### config.mk
export PLATFORM = sky130hd
export DESIGN_NAME = if_prefetch_queue_flat
export DESIGN_NICKNAME = d
export VERILOG_FILES = /design/src/rtl/pipe_pkg.sv /design/src/rtl/if_prefetch_queue_if.sv /design/src/rtl/iq_fifo.sv /design/src/rtl/if_prefetch_queue.sv /design/src/flat_wrapper.sv
export SDC_FILE = /design/constraint.sdc
export NUM_CORES = 1
export LEC_CHECK = 0
export CAP_MARGIN = 0
export CORE_ASPECT_RATIO = 0.8
export CORE_MARGIN = 8
export CORE_UTILIZATION = 40
export DETAILED_ROUTE_END_ITERATION = 7
export GPL_ROUTABILITY_DRIVEN = 0
export REMOVE_ABC_BUFFERS = 1
export SLEW_MARGIN = 20
export SYNTH_ARGS = -nofsm -noshare
export SYNTH_HDL_FRONTEND = slang
export SYNTH_SLANG_ARGS = --single-unit
### constraint.sdc
create_clock -name clk1 -period 3.5 [get_ports clk1]
set_input_delay 0.875 -clock clk1 [delete_from_list [all_inputs] [get_ports clk1]]
set_output_delay 0.875 -clock clk1 [all_outputs]
set_load 0.02 [all_outputs]
### src/rtl/pipe_pkg.sv
// Shared pipeline definitions: opcode map, instruction classes and the
// queue entry format used by the fetch front end.
package pipe_pkg;

    localparam int PIPE_AW = 10;

    localparam logic [5:0] OP_ADD  = 6'b000000;
    localparam logic [5:0] OP_SUB  = 6'b000001;
    localparam logic [5:0] OP_AND  = 6'b000010;
    localparam logic [5:0] OP_OR   = 6'b000011;
    localparam logic [5:0] OP_XOR  = 6'b000100;
    localparam logic [5:0] OP_SLT  = 6'b000101;
    localparam logic [5:0] OP_HLT  = 6'b000110;
    localparam logic [5:0] OP_LW   = 6'b001000;
    localparam logic [5:0] OP_SW   = 6'b001001;
    localparam logic [5:0] OP_ADDI = 6'b001010;
    localparam logic [5:0] OP_BEQZ = 6'b001011;

    typedef enum logic [1:0] {
        IT_ALU    = 2'd0,
        IT_MEM    = 2'd1,
        IT_BRANCH = 2'd2,
        IT_HALT   = 2'd3
    } instr_type_e;

    typedef struct packed {
        logic [31:0] ir;
        logic [31:0] npc;
    } iq_entry_t;

    function automatic instr_type_e op_type(input logic [5:0] op);
        case (op)
            OP_LW, OP_SW: return IT_MEM;
            OP_BEQZ:      return IT_BRANCH;
            OP_HLT:       return IT_HALT;
            default:      return IT_ALU;
        endcase
    endfunction

    function automatic logic is_hlt(input logic [31:0] ir);
        return ir[31:26] == OP_HLT;
    endfunction

endpackage

### src/rtl/if_prefetch_queue_if.sv
// Fetch front-end bundle: instruction memory port, redirect input and the
// decode-side handshake. master = fetch unit, slave = memory/decode side.
interface if_prefetch_queue_if #(
    parameter int AW = pipe_pkg::PIPE_AW
);
    logic          imem_req;
    logic [AW-1:0] imem_addr;
    logic [31:0]   imem_rdata;
    logic          redirect;
    logic [AW-1:0] redirect_pc;
    logic          id_valid;
    logic [31:0]   id_ir;
    logic [31:0]   id_npc;
    logic          id_ready;
    logic          fetch_stopped;

    modport master (
        output imem_req, imem_addr, id_valid, id_ir, id_npc, fetch_stopped,
        input  imem_rdata, redirect, redirect_pc, id_ready
    );

    modport slave (
        input  imem_req, imem_addr, id_valid, id_ir, id_npc, fetch_stopped,
        output imem_rdata, redirect, redirect_pc, id_ready
    );
endinterface

### src/rtl/iq_fifo.sv
// Power-of-two synchronous FIFO with flush; flush overrides push and pop.
module iq_fifo #(
    parameter int DEPTH = 4,
    parameter int W     = 64
) (
    input  logic                   clk,
    input  logic                   rst_n,
    input  logic                   push,
    input  logic                   pop,
    input  logic                   flush,
    input  logic [W-1:0]           din,
    output logic                   full,
    output logic [$clog2(DEPTH):0] count,
    output logic [W-1:0]           dout
);
    localparam int PW = $clog2(DEPTH);
    localparam int CW = PW + 1;

    logic [W-1:0]  mem [DEPTH];
    logic [PW-1:0] rd_ptr;
    logic [PW-1:0] wr_ptr;
    logic          do_push;
    logic          do_pop;

    assign full    = (count == CW'(DEPTH));
    assign do_push = push & ~full & ~flush;
    assign do_pop  = pop & (count != '0) & ~flush;
    assign dout    = mem[rd_ptr];

    always_ff @(posedge clk or negedge rst_n) begin
        if (!rst_n) begin
            rd_ptr <= '0;
            wr_ptr <= '0;
            count  <= '0;
        end else if (flush) begin
            rd_ptr <= '0;
            wr_ptr <= '0;
            count  <= '0;
        end else begin
            if (do_push) wr_ptr <= wr_ptr + PW'(1);
            if (do_pop)  rd_ptr <= rd_ptr + PW'(1);
            case ({do_push, do_pop})
                2'b10:   count <= count + CW'(1);
                2'b01:   count <= count - CW'(1);
                default: count <= count;
            endcase
        end
    end

    // Storage needs no reset; count gates every read of it.
    always_ff @(posedge clk) begin
        if (do_push) mem[wr_ptr] <= din;
    end

endmodule

### src/rtl/if_prefetch_queue.sv
// Instruction-fetch front end: credit-limited requests into a small queue,
// redirect flush, and fetch stop once an HLT word is captured.
module if_prefetch_queue
    import pipe_pkg::*;
#(
    parameter int            DEPTH    = 4,
    parameter int            AW       = PIPE_AW,
    parameter logic [AW-1:0] RESET_PC = '0
) (
    input  logic                clk1,
    input  logic                rst_n,
    if_prefetch_queue_if.master bus
);
    localparam int CW = $clog2(DEPTH) + 1;

    logic [AW-1:0] pc;
    logic [AW-1:0] pend_addr;
    logic          pending;
    logic          stop;

    logic [CW-1:0] q_count;
    logic          q_full;
    logic [CW:0]   credit;
    logic          req;
    logic          push;
    logic          pop;
    logic          head_live;
    iq_entry_t     push_entry;
    iq_entry_t     head;

    // Entries held plus the one response still in flight must fit the queue.
    assign credit = {1'b0, q_count} + {{CW{1'b0}}, pending};
    assign req    = rst_n & ~stop & ~bus.redirect & ~q_full
                  & (credit < (CW+1)'(DEPTH));

    assign push           = pending & ~bus.redirect & ~stop;
    assign push_entry.ir  = bus.imem_rdata;
    assign push_entry.npc = 32'(pend_addr) + 32'd1;

    assign head_live = (q_count != '0) & ~bus.redirect;
    assign pop       = head_live & bus.id_ready;

    iq_fifo #(
        .DEPTH (DEPTH),
        .W     ($bits(iq_entry_t))
    ) u_fifo (
        .clk   (clk1),
        .rst_n (rst_n),
        .push  (push),
        .pop   (pop),
        .flush (bus.redirect),
        .din   (push_entry),
        .full  (q_full),
        .count (q_count),
        .dout  (head)
    );

    always_ff @(posedge clk1 or negedge rst_n) begin
        if (!rst_n) begin
            pc        <= RESET_PC;
            pend_addr <= RESET_PC;
            pending   <= 1'b0;
            stop      <= 1'b0;
        end else if (bus.redirect) begin
            pc      <= bus.redirect_pc;
            pending <= 1'b0;
            stop    <= 1'b0;
        end else begin
            pending <= req;
            if (req) begin
                pc        <= pc + AW'(1);
                pend_addr <= pc;
            end
            if (push && is_hlt(bus.imem_rdata)) stop <= 1'b1;
        end
    end

    assign bus.imem_req      = req;
    assign bus.imem_addr     = pc;
    assign bus.id_valid      = head_live;
    assign bus.id_ir         = head_live ? head.ir  : 32'd0;
    assign bus.id_npc        = head_live ? head.npc : 32'd0;
    assign bus.fetch_stopped = stop;

endmodule

### src/flat_wrapper.sv
// flat-port wrapper written by rule: the top's interface ports become plain ports
module if_prefetch_queue_flat import pipe_pkg::*;
#(
    parameter int            DEPTH    = 4,
    parameter int            AW       = PIPE_AW,
    parameter logic [AW-1:0] RESET_PC = '0
)
  (clk1, rst_n, bus_imem_req, bus_imem_addr, bus_id_valid, bus_id_ir, bus_id_npc, bus_fetch_stopped, bus_imem_rdata, bus_redirect, bus_redirect_pc, bus_id_ready);
  if_prefetch_queue_if #(.AW(AW)) bus_i ();
  input  logic clk1;
  input  logic rst_n;
  output wire logic [$bits(bus_i.imem_req)-1:0] bus_imem_req;
  output wire logic [$bits(bus_i.imem_addr)-1:0] bus_imem_addr;
  output wire logic [$bits(bus_i.id_valid)-1:0] bus_id_valid;
  output wire logic [$bits(bus_i.id_ir)-1:0] bus_id_ir;
  output wire logic [$bits(bus_i.id_npc)-1:0] bus_id_npc;
  output wire logic [$bits(bus_i.fetch_stopped)-1:0] bus_fetch_stopped;
  input wire logic [$bits(bus_i.imem_rdata)-1:0] bus_imem_rdata;
  input wire logic [$bits(bus_i.redirect)-1:0] bus_redirect;
  input wire logic [$bits(bus_i.redirect_pc)-1:0] bus_redirect_pc;
  input wire logic [$bits(bus_i.id_ready)-1:0] bus_id_ready;
  assign bus_imem_req = bus_i.imem_req;
  assign bus_imem_addr = bus_i.imem_addr;
  assign bus_id_valid = bus_i.id_valid;
  assign bus_id_ir = bus_i.id_ir;
  assign bus_id_npc = bus_i.id_npc;
  assign bus_fetch_stopped = bus_i.fetch_stopped;
  assign bus_i.imem_rdata = bus_imem_rdata;
  assign bus_i.redirect = bus_redirect;
  assign bus_i.redirect_pc = bus_redirect_pc;
  assign bus_i.id_ready = bus_id_ready;
  if_prefetch_queue #(.DEPTH(DEPTH), .AW(AW), .RESET_PC(RESET_PC)) u_core (.clk1(clk1), .rst_n(rst_n), .bus(bus_i));
endmodule
Word level (Yosys, flattened, before mapping):

Memory sizes are Yosys's and may differ from the RTL's.
Cells that the tools add are included.
Widths: inputs -> output; s select.

* bitwise logic cells: 15
* reduce and logical (&&, ||, !) cells: 8
* equality and inequality tests: 4
* magnitude comparators: 1
* mux-type cells: 15
* $add $sub $neg: 7

Operator list (number)
* $mux 32: 2
* $mux 10: 2
* $and 1x1->1: 12
* $add 10x1->11 const B: 1
* $add 10x1->10 const B: 1
* $mux 2: 4
* $reduce_bool 2->1: 4
* $eq 6x3->1 const B: 1
* $pmux 3 s2: 1
* $reduce_bool 3->1: 2
* $mux 1: 5
* $add 2x1->2 const B: 2
* $add 3x1->4: 1
* $lt 4x3->1 const B: 1
* $add 3x1->3 const B: 1
* $eq 3x3->1 const B: 1
* $mux 3: 1
* $not 1->1: 3
* $sub 3x1->3 const B: 1
* $eq 2x1->1 const B: 1
* $eq 2x2->1 const B: 1
* $reduce_and 2->1: 1
* $logic_and 1x1->1: 1

* register bits after elaboration: 29
* input port bits: 46
* output and inout bits: 77
* memory bits (writable): 172
* memories: 1
* logic and storage cells: 58

Memory list
* u_core.u_fifo.mem: words 4, bits a word 43, read ports 1, clocked after Yosys merged registers in 0, wr ports 1, RTL line iq_fifo.sv:19 `logic [W-1:0] mem [DEPTH];`

Logic depth before layout (Yosys ltp):

* depth in word-level cells: 8
* mapped depth: 10
* gate-level depth less buffers: 7

By module:

A second synthesis with hierarchy kept.

* cell total of the unflattened synthesis: 588
* area total of the unflattened synthesis: 11467.2 µm²

Modules (own cells, without submodules)
* iq_fifo: cells an instance 397, sequential area each 7862.5 µm², area an instance 9780.6 µm², instances 1
* if_prefetch_queue: cells an instance 191, sequential area each 550.5 µm², area an instance 1686.6 µm², instances 1

Worst setup path before layout:

OpenSTA, ideal clock, no wires.

* path kind: input port to flip-flop
* start point: in bus_redirect
* end point: mem u_core.u_fifo.mem[0][0] in the netlist's numbering (enable)
* path buffers: 3
* required time: 3095 ps
* stages on the path: 6
* arrival: 2811 ps
* path slack: 284 ps
* setup time: 405 ps
* cells stage by stage: buf_6 > or3b_1 > buf_6 > a21oi_4 > buf_6 > and2_1

* word-level cells in the longest chain between the ends: 7

Ends and longest elaborated chain
* start, declared: RTL line flat_wrapper.sv:19 `input wire logic [$bits(bus_i.redirect)-1:0] bus_redirect;`
* $not 1->1 (no source line) *
* $and 1x1->1 (2 in a row): RTL line if_prefetch_queue.sv:36 `assign push = pending & ~bus.redirect & ~stop;`
* $and 1x1->1: RTL line iq_fifo.sv:26 `assign do_push = push & ~full & ~flush;`
* $and 1x1->1 *: RTL line iq_fifo.sv:26
* $mux 1 *: RTL line iq_fifo.sv:52 `if (do_push) mem[wr_ptr] <= din;`
* $mux 1 (not written as such) *: RTL line iq_fifo.sv:52
* end, declared: RTL line iq_fifo.sv:19

Every way passes the cells marked *; elsewhere a longest branch is shown, timed or not.

Final worst setup path:

* start point: in bus_redirect
* end point: out bus_id_ir[17]

* word-level cells in the longest chain between the ends: 3

Ends and longest elaborated chain
* $not 1->1 (no source line)
* $and 1x1->1: RTL line if_prefetch_queue.sv:40 `assign head_live = (q_count != '0) & ~bus.redirect;`
* $mux 32: RTL line if_prefetch_queue.sv:81 `assign bus.id_ir = head_live ? head.ir : 32'd0;`
* end, declared: RTL line flat_wrapper.sv:15 `output wire logic [$bits(bus_i.id_ir)-1:0] bus_id_ir;`

No other way between the ends.

==> summary.md <==
| Metric | Value |
|---|---|
| Via count | `4,533` |
| Fraction of layout cells with a size suffix above 1 | `18.90%` |
| Total Wirelength | `16.74 mm` |
| Hold WC Path Type | `reg2reg` |
| Layout fillers | `1,682` |
| TritonRoute pass-1 iters | `4` |
| Clock Skew | `0.004604 ns` |
| CTS max path bufs | `3` |
| Tmin final | `3.450 ns` |
| Die ar. | `25,940 um^2` |
| Area contributors post-synth | `edfxtp_1, mux4_2, dfrtp_1` |
| Overall global routing resource usage | `12.72%` |
| CP required | `2.62 ns` |
| Top_reg_cell synth | `edfxtp_1` |
| Max Cap Viol | `0` |
| Ports | `123` |
| Post-synth top area cell | `edfxtp_1` |
| RSZ-0062 raised after global routing | `false` |
| CP startpoint | `bus_redirect` |
| End-of-flow core utilization | `51.65%` |
| Outcome | `finished clean` |
| Reg-to-Reg Start | `u_core.u_fifo.count[0]$_DFFE_PN0P_` |
| # hold bufs at CTS | `0` |
| Grt ovf | `0` |
| Leak | `3.740 nW` |
| Largest fanout on the critical path | `21` |
| Clock Tree Root | `clkbuf_16` |
| Worst-Margin Slew | `0.5106 ns` |
| Post-synth EDFFs | `172` |
| Row cnt | `47` |
| Worst skew pair latency | `0.48 ns` |
| Finish-stage setup viols | `0` |
| Final nets | `674` |
| Initial antenna violation count | `0` |
| Residual DRC | `0` |
| Largest net degree at the start of global routing | `44` |
| Yosys warning count | `0` |
| Register area share after synthesis | `70.06%` |
| Fin crit share | `98.56%` |
| Commonest cells after routing, fill and taps aside | `edfxtp_1, clkdlybuf4s50_1, mux4_2, nor2b_1, nand2_1` |
| Vias in the first global route | `4,778` |
| Post-DP HPWL | `10.88 mm` |
| Synthesized area | `8408 um^2` |
| Syn_area_per_cell | `17.09 um^2` |
| Drt wl/cell | `18.52 um` |
| Area of the multi-input gates | `2293 um^2` |
| Die height | `145.7 um` |
| Synth-to-Final Area Change | `26.79%` |
| Peak VDD IR | `360.2 uV` |
| Min-delay src | `u_core.pend_addr[4]$_DFFE_PN0P_` |
| Setup ws final | `0.05050 ns` |
| Register area | `5896 um^2` |
| Synth unique cells | `51` |
| Slew Limit Fails | `0` |
| Clock Pin Slew Worst Setup and Hold Paths | `0.05 ns` |
| CTS tree | `done` |
| CTS buffer count | `21` |
| Die W | `178.1 um` |
| Power per cell area | `557.1 nW/um^2` |
| Pre-CTS WS | `-0.02230 ns` |
| Vias per cell | `5.014` |
| Antenna Cells | `0` |
| Core area | `20,640 um^2` |
| CTS Sinks | `201` |
| Post-Syn Instances | `492` |
| Highest achievable clock rate | `289.9 MHz` |
| FF+latch count, synth | `201` |
| Antenna viol nets, final | `0` |
| Crit path DAT | `2.57 ns` |
| Critical path class | `in2out` |
| H-tree level count | `1` |
| Port buffer count | `101` |
| Share of the synthesized area in the top cell type | `61.43%` |
| First-pass GRT wire length | `26.17 mm` |
| Iteration-0 DRC Markers | `304` |
| Worst slew margin | `65.96%` |
| Initial Util | `40.73%` |
| Startpoint types | `input pin` |
| Endpoint class of the critical path | `output port` |
| Hold Vio Cnt, Final | `0` |
| Async set-reset flop share out of synthesis | `14.43%` |
| Commonest non-fill, non-tap cell in the layout | `edfxtp_1` |
power by group:
part	internal (mW)	leakage, nW	switching (mW)	total (mW)
Clock	1.50	0.349	0.850	2.35
Sequential	2.71	1.92	0.0862	2.80
Combinational	0.401	1.48	0.388	0.789
critical path, stage by stage:
cell and delay [ns]:
clkdlybuf4s50_1 0.43, o21bai_4 0.19, buf_12 0.16, buf_12 0.15
nor2b_1 0.13, clkdlybuf4s50_1 0.62
cell type report:
class                      instances  share of cell area, %
multi-input combinational        258                  21.51
timing repair buffer             131                  12.84
sequential                       201                  55.31
clock inverter                     8                  1.596
tap                              269                  3.157
inverter                           8                 0.2817
clock buffer                      29                  5.305
final timing paths:
check                                                      end  slack, ns  depth (start not counted)
setup reg to reg            u_core.u_fifo.count[1]$_DFFE_PN0P_       1.16                          7
hold / removal                 u_core.pend_addr[4]$_DFFE_PN0P_       0.53                          2
min in group asynchronous  u_core.bus.imem_addr[5]$_DFFE_PN0P_       0.89                          2
max in group asynchronous  u_core.u_fifo.rd_ptr[0]$_DFFE_PN0P_       2.30                          2
setup / recovery                                 bus_id_ir[17]       0.05                          6
hold reg to reg                u_core.pend_addr[4]$_DFFE_PN0P_       0.53                          2
cells by family after synthesis:
logic type | count (synthesis) | share of synthesized area, %
compound gates | 41 | 3.705
xor+xnor | 12 | 1.250
fa+ha+maj | 7 | 1.131
buf+inv | 53 | 3.705
flops | 201 | 70.06
mux | 44 | 11.65
other cells | 1 | 0.04460
simple gates | 133 | 8.452
synthesized netlist by cell type, drive strengths merged, types with 4 or more instances:
library cell and n:
nand4 4, nor2b 43, a221o 7, xor2 4, dfrtp 29, edfxtp 172, and2 5, nand3 9
o21ai 15, mux4 43, xnor2 8, buf 35, ha 6, inv 7, clkbuf 10, nor3 5
nor2 15, nand2 38
metrics by stage:
stage | power (mW) | instance area, um^2 | hold slack [ns] | TNS (ns) | std cells
after floorplan | 3.273 | 8202 | 0.4819 | -1.652 | 467
after global placement | 3.613 | 9844 | 0.5082 | -0.02681 | 861
after detailed placement | 3.630 | 9844 | 0.5123 | -0.08475 | 861
after CTS | 6.013 | 10640 | 0.5269 | 0 | 904
final | 5.938 | 10660 | 0.5266 | 0 | 904
after global routing | 6.170 | 10660 | 0.5917 | 0 | 904
registers in the layout, indices dropped and copies added, names as in the netlist:
name	count
u_core.u_fifo.rd_ptr	2
u_core.pend_addr	10
u_core.u_fifo.wr_ptr	2
u_core.bus.imem_addr	10
u_core.u_fifo.mem	172
u_core.pending	1
u_core.u_fifo.count	3
u_core.bus.fetch_stopped	1
routing by layer:
metal  track usage (%)  share of wire (%)
met1             17.35                 46
met2             20.14                 46
met3             3.631                6.7
met4             2.247                1.2
met5                 0                  0
timing repair:
item                       4_1_cts  5_1_grt
setup endpoints to repair       35        9
setup buffers                    6        0
pin swaps                        1        0
gates resized for setup          0        9
(Power assumes the default switching activity.)
